--- config.mk ---
export PLATFORM = sky130hd
export DESIGN_NAME = hack_fetch
export DESIGN_NICKNAME = d
export VERILOG_FILES = /design/src/rtl/hack_pkg.sv /design/src/rtl/hack_fetch_skid.sv /design/src/rtl/hack_fetch.sv
export SDC_FILE = /design/constraint.sdc
export NUM_CORES = 1
export LEC_CHECK = 0
export CAP_MARGIN = 10
export CORE_ASPECT_RATIO = 0.6
export CORE_MARGIN = 10
export CORE_UTILIZATION = 38
export DETAILED_ROUTE_END_ITERATION = 8
export MAX_ROUTING_LAYER = met4
export PLACE_DENSITY = 0.63
export SLEW_MARGIN = 20
export SYNTH_ARGS = -nofsm -noshare
export SYNTH_HDL_FRONTEND = slang
export SYNTH_HIERARCHICAL = 1
export SYNTH_SLANG_ARGS = --single-unit
--- constraint.sdc ---
create_clock -name clock -period 2.6 [get_ports clock]
set_clock_uncertainty 0.1 [all_clocks]
set_input_delay 0.52 -clock clock [delete_from_list [all_inputs] [get_ports clock]]
set_output_delay 0.52 -clock clock [all_outputs]
set_load 0.005 [all_outputs]
--- src/rtl/hack_pkg.sv ---
// Shared types for the Hack CPU fetch path: address/instruction words and the
// {instr, pc} entry carried by the output and skid registers.
package hack_pkg;
  localparam int HACK_ADDR_W  = 15;
  localparam int HACK_INSTR_W = 16;

  typedef logic [HACK_ADDR_W-1:0]  hack_addr_t;
  typedef logic [HACK_INSTR_W-1:0] hack_instr_t;

  typedef struct packed {
    hack_instr_t instr;
    hack_addr_t  pc;
  } fetch_entry_t;
endpackage

--- src/rtl/hack_fetch_skid.sv ---
// Output register backed by a 1-entry skid slot. A word arriving while the
// output is held parks in the skid and refills the output on the next accept.
module hack_fetch_skid
  import hack_pkg::*;
(
  input  logic         clock,
  input  logic         reset_n,
  input  logic         flush,
  input  logic         in_valid,
  input  fetch_entry_t in_data,
  input  logic         out_ready,
  output logic         out_valid,
  output fetch_entry_t out_data,
  output logic         skid_valid
);
  fetch_entry_t skid_data;

  always_ff @(posedge clock or negedge reset_n) begin
    if (!reset_n) begin
      out_valid  <= 1'b0;
      out_data   <= '0;
      skid_valid <= 1'b0;
      skid_data  <= '0;
    end else if (flush) begin
      out_valid  <= 1'b0;
      skid_valid <= 1'b0;
    end else if (!out_valid || out_ready) begin
      // skid and in_valid are never both set: issue is blocked while skid is full
      if (skid_valid) begin
        out_data   <= skid_data;
        out_valid  <= 1'b1;
        skid_valid <= 1'b0;
      end else begin
        out_valid <= in_valid;
        if (in_valid) out_data <= in_data;
      end
    end else if (in_valid) begin
      skid_valid <= 1'b1;
      skid_data  <= in_data;
    end
  end
endmodule

--- src/rtl/hack_fetch.sv ---
// Hack CPU instruction fetch: PC, ROM request issue, jump redirect and
// handshake to decode. Define HACK_FETCH_PERF_EN for perf_fetched/perf_stall.
module hack_fetch
  import hack_pkg::*;
#(
  parameter int                ADDR_W   = HACK_ADDR_W,
  parameter int                INSTR_W  = HACK_INSTR_W,
  parameter logic [ADDR_W-1:0] RESET_PC = '0
) (
  input  logic               clock,
  input  logic               reset_n,
  output logic [ADDR_W-1:0]  rom_addr,
  input  logic [INSTR_W-1:0] rom_data,
  input  logic               jump_valid,
  input  logic [ADDR_W-1:0]  jump_target,
  output logic               instr_valid,
  input  logic               instr_ready,
  output logic [INSTR_W-1:0] instr,
  output logic [ADDR_W-1:0]  instr_pc
`ifdef HACK_FETCH_PERF_EN
  ,
  output logic [31:0]        perf_fetched,
  output logic [31:0]        perf_stall
`endif
);
  logic [ADDR_W-1:0] pc_q, inflight_pc;
  logic              inflight_valid, skid_valid, issue;
  fetch_entry_t      ret, out;

  // Also hold off when the returning word is about to take the skid slot,
  // otherwise the next return could find both registers full.
  assign issue = !skid_valid && !(inflight_valid && instr_valid && !instr_ready);

  always_ff @(posedge clock or negedge reset_n) begin
    if (!reset_n) begin
      pc_q           <= RESET_PC;
      inflight_valid <= 1'b0;
      inflight_pc    <= '0;
    end else if (jump_valid) begin
      pc_q           <= jump_target;
      inflight_valid <= 1'b0;
    end else begin
      inflight_valid <= issue;
      if (issue) begin
        inflight_pc <= pc_q;
        pc_q        <= pc_q + 1'b1;
      end
    end
  end

  assign rom_addr  = pc_q;
  assign ret.instr = rom_data;
  assign ret.pc    = inflight_pc;

  hack_fetch_skid u_skid (
    .clock      (clock),
    .reset_n    (reset_n),
    .flush      (jump_valid),
    .in_valid   (inflight_valid),
    .in_data    (ret),
    .out_ready  (instr_ready),
    .out_valid  (instr_valid),
    .out_data   (out),
    .skid_valid (skid_valid)
  );

  assign instr    = out.instr;
  assign instr_pc = out.pc;

`ifdef HACK_FETCH_PERF_EN
  always_ff @(posedge clock or negedge reset_n) begin
    if (!reset_n) begin
      perf_fetched <= '0;
      perf_stall   <= '0;
    end else begin
      if (instr_valid && instr_ready)  perf_fetched <= perf_fetched + 32'd1;
      if (instr_valid && !instr_ready) perf_stall   <= perf_stall + 32'd1;
    end
  end
`endif
endmodule

==> reports/qor.csv <==
stage,metric,value,unit
cts,post-CTS setup buffers,0,
floorplanning,die width,157,um
logic_synthesis,Synth Area in Adders,0.293,%
sta,RSZ-0062 raised after global routing,false,
logic_synthesis,#FFs+latches synth,95,
worst_setup_path,CP Max Fanout,7,
cts,root buffer cell,clkbuf_16,
routing,TritonRoute pass-1 iters,4,
cts,H-tree lvl count,3,
logic_synthesis,syn avg cell area,14.2,sq um
logic_synthesis,cells after synthesis,301,
floorplanning,Die H,102,um
layout,fill cell count,907,
layout,most frequent cells in the layout,"mux2_2 (96), dfrtp_1 (94), clkdlybuf4s50_1 (80)",
global_route,gr ovfl total,0,
cts,clock slew at reported path FFs,60,ps
layout,Final Core Density,52.3,%
flow_run,number of max-cap violations,0,
cts,Resized Gates After CTS,0,
place,number of port buffers,81,
power_and_ir_drop,Leak,2.32,nW
global_route,All-Layer GR Usage,13.3,%
global_route,global-route wire length before repair,16.2,mm
global_route,vias in the first global route,2960,
logic_synthesis,syn nets,337,
layout,Area Growth Syn to Fin,31.9,%
worst_setup_path,CP required,2760,ps
logic_synthesis,Yosys top cell area share,55.6,%
worst_setup_path,"CP delay by family, top",simple AND/OR/NAND/NOR gates,
logic_synthesis,"Seq/Total Area, Yosys",55.6,%
hold_path,HP Class,in -> async,
layout,fin cells,536,
worst_setup_path,Worst EP arrival,2320,ps
sta,actual slew at the worst max-slew pin,583,ps
worst_setup_path,WS Path Type,in -> reg,
layout,Antenna diodes,0,
sta,Max transition margin,61.1,%
cts,clk buf depth,2,
logic_synthesis,largest family of logic cells by synthesized area,multiplexers,
cts,hold_buf cts,0,
layout,Layout Nets,429,
cts,clock sink count,95,
floorplanning,core region area,0.0108,sq mm
floorplanning,I/O pins,82,
power_and_ir_drop,worst vdd ir,381,uV
routing,drt wl/cell,18.8,um
cts,TritonCTS clock tree,yes,
layout,"most common cell after layout, fill and taps aside",mux2_2,
worst_setup_path,worst path cell trace,"clkdlybuf4s50_1, and3b_1, nor4_1, or3b_1, a31oi_1",
layout,area occupied by multi-input gates,0.00180,sq mm
global_route,antenna violations before repair,0,
power_and_ir_drop,pwr/cell area,790,mW/mm^2
routing,DRT Wirelength,10.1,mm
routing,Via Count,2770,
logic_synthesis,leading area contributor after synthesis,dfrtp_1,
routing,Iteration-0 DRC Markers,130,
cts,Worst-Skew Late Latency,340,ps
layout,register area,0.00238,sq mm
logic_synthesis,post-synthesis mux area share,29.6,%
sta,setup_tns,0,ps
global_route,largest net degree at the start of global routing,45,
power_and_ir_drop,Pwr Total,0.00445,W
logic_synthesis,simple-gate area share of the yosys netlist,7.58,%
cts,CTS Buf Count,9,
logic_synthesis,Synth Area in XOR/XNOR,1.84,%
floorplanning,die area,0.0160,sq mm
place,GPL Wtd Cong,0.781,
status,status,completed,
logic_synthesis,Compound-Gate Fraction of Synth Area,2.69,%
floorplanning,initial core utilization,39.6,%
place,Post-Place Cells,521,
worst_setup_path,CP max-delay cell,clkdlybuf4s50_1,
worst_setup_path,crit start category,input port,
place,Final HPWL DP,7.18,mm
worst_setup_path,CP bufs+invs,1,
floorplanning,Site Rows,29,
logic_synthesis,Netlist Area Pre-Place,0.00427,sq mm
worst_setup_path,CP max stage delay,510,ps
worst_setup_path,Crit. End Element,flip-flop,
logic_synthesis,Synth area leaders,"dfrtp_1 (56%), mux2_2 (25%), mux2_4 (3.5%), xnor2_1 (1.6%), nand2_1 (1.2%)",
logic_synthesis,Ys Warns,6,
routing,DRT antenna net count,0,
sta,final hold violation count,0,
logic_synthesis,post-synthesis cell type count,40,
layout,share of cells above drive strength 1,36.0,%
routing,DRC Markers,0,
sta,Highest Clock Rate,463,MHz
sta,max-slew violations,0,
sta,post-route minimum period,2160,ps
routing,drt via density,5.17,
sta,period utilisation layout,83.1,%
sta,Final Setup Violations,0,
==> cells in the mapped netlist (all sizes together) <==
library cell / instances
xor2: 1
o21ai: 10
nand4b: 1
a221o: 1
dfrtp: 95
buf: 12
mux2i: 1
nand2b: 1
a31oi: 3
nor3b: 3
o31ai: 2
and3b: 2
nor3: 5
nor2: 7
mux2: 108
ha: 1
or3b: 1
and2b: 1
a21oi: 1
nand4: 4
xnor2: 8
or4: 3
clkbuf: 3
o211ai: 1
nor4: 2
inv: 1
nand2: 14
nor4b: 2
or2: 1
nand3: 3
o41ai: 1
nand3b: 2
==> cell families (layout without fill, tap and decap cells) <==
kind of cell	after synthesis	after routing
compound gates	19	19
xor+xnor	9	9
fa+ha+maj	1	1
buf+inv	16	112
flops	95	95
mux	109	109
simple gates	52	52
==> cell type report <==
class / count / area share [%]
multi-input cells: 190 / 31.9
clock inverters: 5 / 1.47
clock buffers: 10 / 4.24
repair buffers: 96 / 17.0
inverters: 1 / 0.0666
flip-flops and latches: 95 / 42.2
well taps: 139 / 3.09
==> report_power, final <==
group | internal (W) | total (W) | switching (W) | leakage (nW)
logic | 0.000682 | 0.000991 | 0.000309 | 1.03
clock network | 0.000863 | 0.00140 | 0.000540 | 0.147
registers | 0.00184 | 0.00206 | 0.000223 | 1.15
==> layer usage <==
layer | share of wire (%) | track usage, % | vias up
met5 | 0 | - | -
met4 | 0.78 | 3.03 | 0
met3 | 7.3 | 5.03 | 8
met2 | 43 | 19.5 | 69
met1 | 49 | 17.1 | 1421
li1 | - | - | 1272
==> metrics by stage <==
| stage | hold slack (ps) | cell area, sq um | worst slack (ps) |
|---|---|---|---|
| 2_1_floorplan | 124 | 4270 | 595 |
| 4_1_cts | 101 | 5640 | 470 |
| 6_report | 82.0 | 5640 | 440 |
| 3_3_place_gp | 362 | 5320 | 175 |
| 3_5_place_dp | 376 | 5320 | 123 |
| 5_1_grt | 119 | 5640 | 361 |
==> worst reg2reg max path: cells and delay by family (launching register included) <==
kind,cells,cell delay (ps)
compound gates,1,260
simple gates,3,820
buf+inv,1,200
flops,1,560
==> registers in the layout (all words and copies together) (netlist names) <==
name	flops
inflight_valid	1
u_skid/skid_valid	1
u_skid/out_data	31
inflight_pc	15
u_skid/skid_data	31
u_skid/out_valid	1
rom_addr	15
==> path summary, 6_finish.rpt <==
path / start / to / cells past startpoint / slack (ps)
worst max-delay path: instr_ready / rom_addr[13] / 5 / 440
worst min-delay path: reset_n / u_skid/out_data[7] / 1 / 80
worst max register to register: u_skid/skid_valid / rom_addr[11] / 5 / 540
max in group asynchronous: reset_n / u_skid/skid_valid / 2 / 1570
min in group clock: u_skid/skid_data[4] / u_skid/skid_data[4] / 1 / 390
worst min register to register: u_skid/skid_data[4] / u_skid/skid_data[4] / 1 / 390
Note: power is estimated with default switching activity, not from simulation.
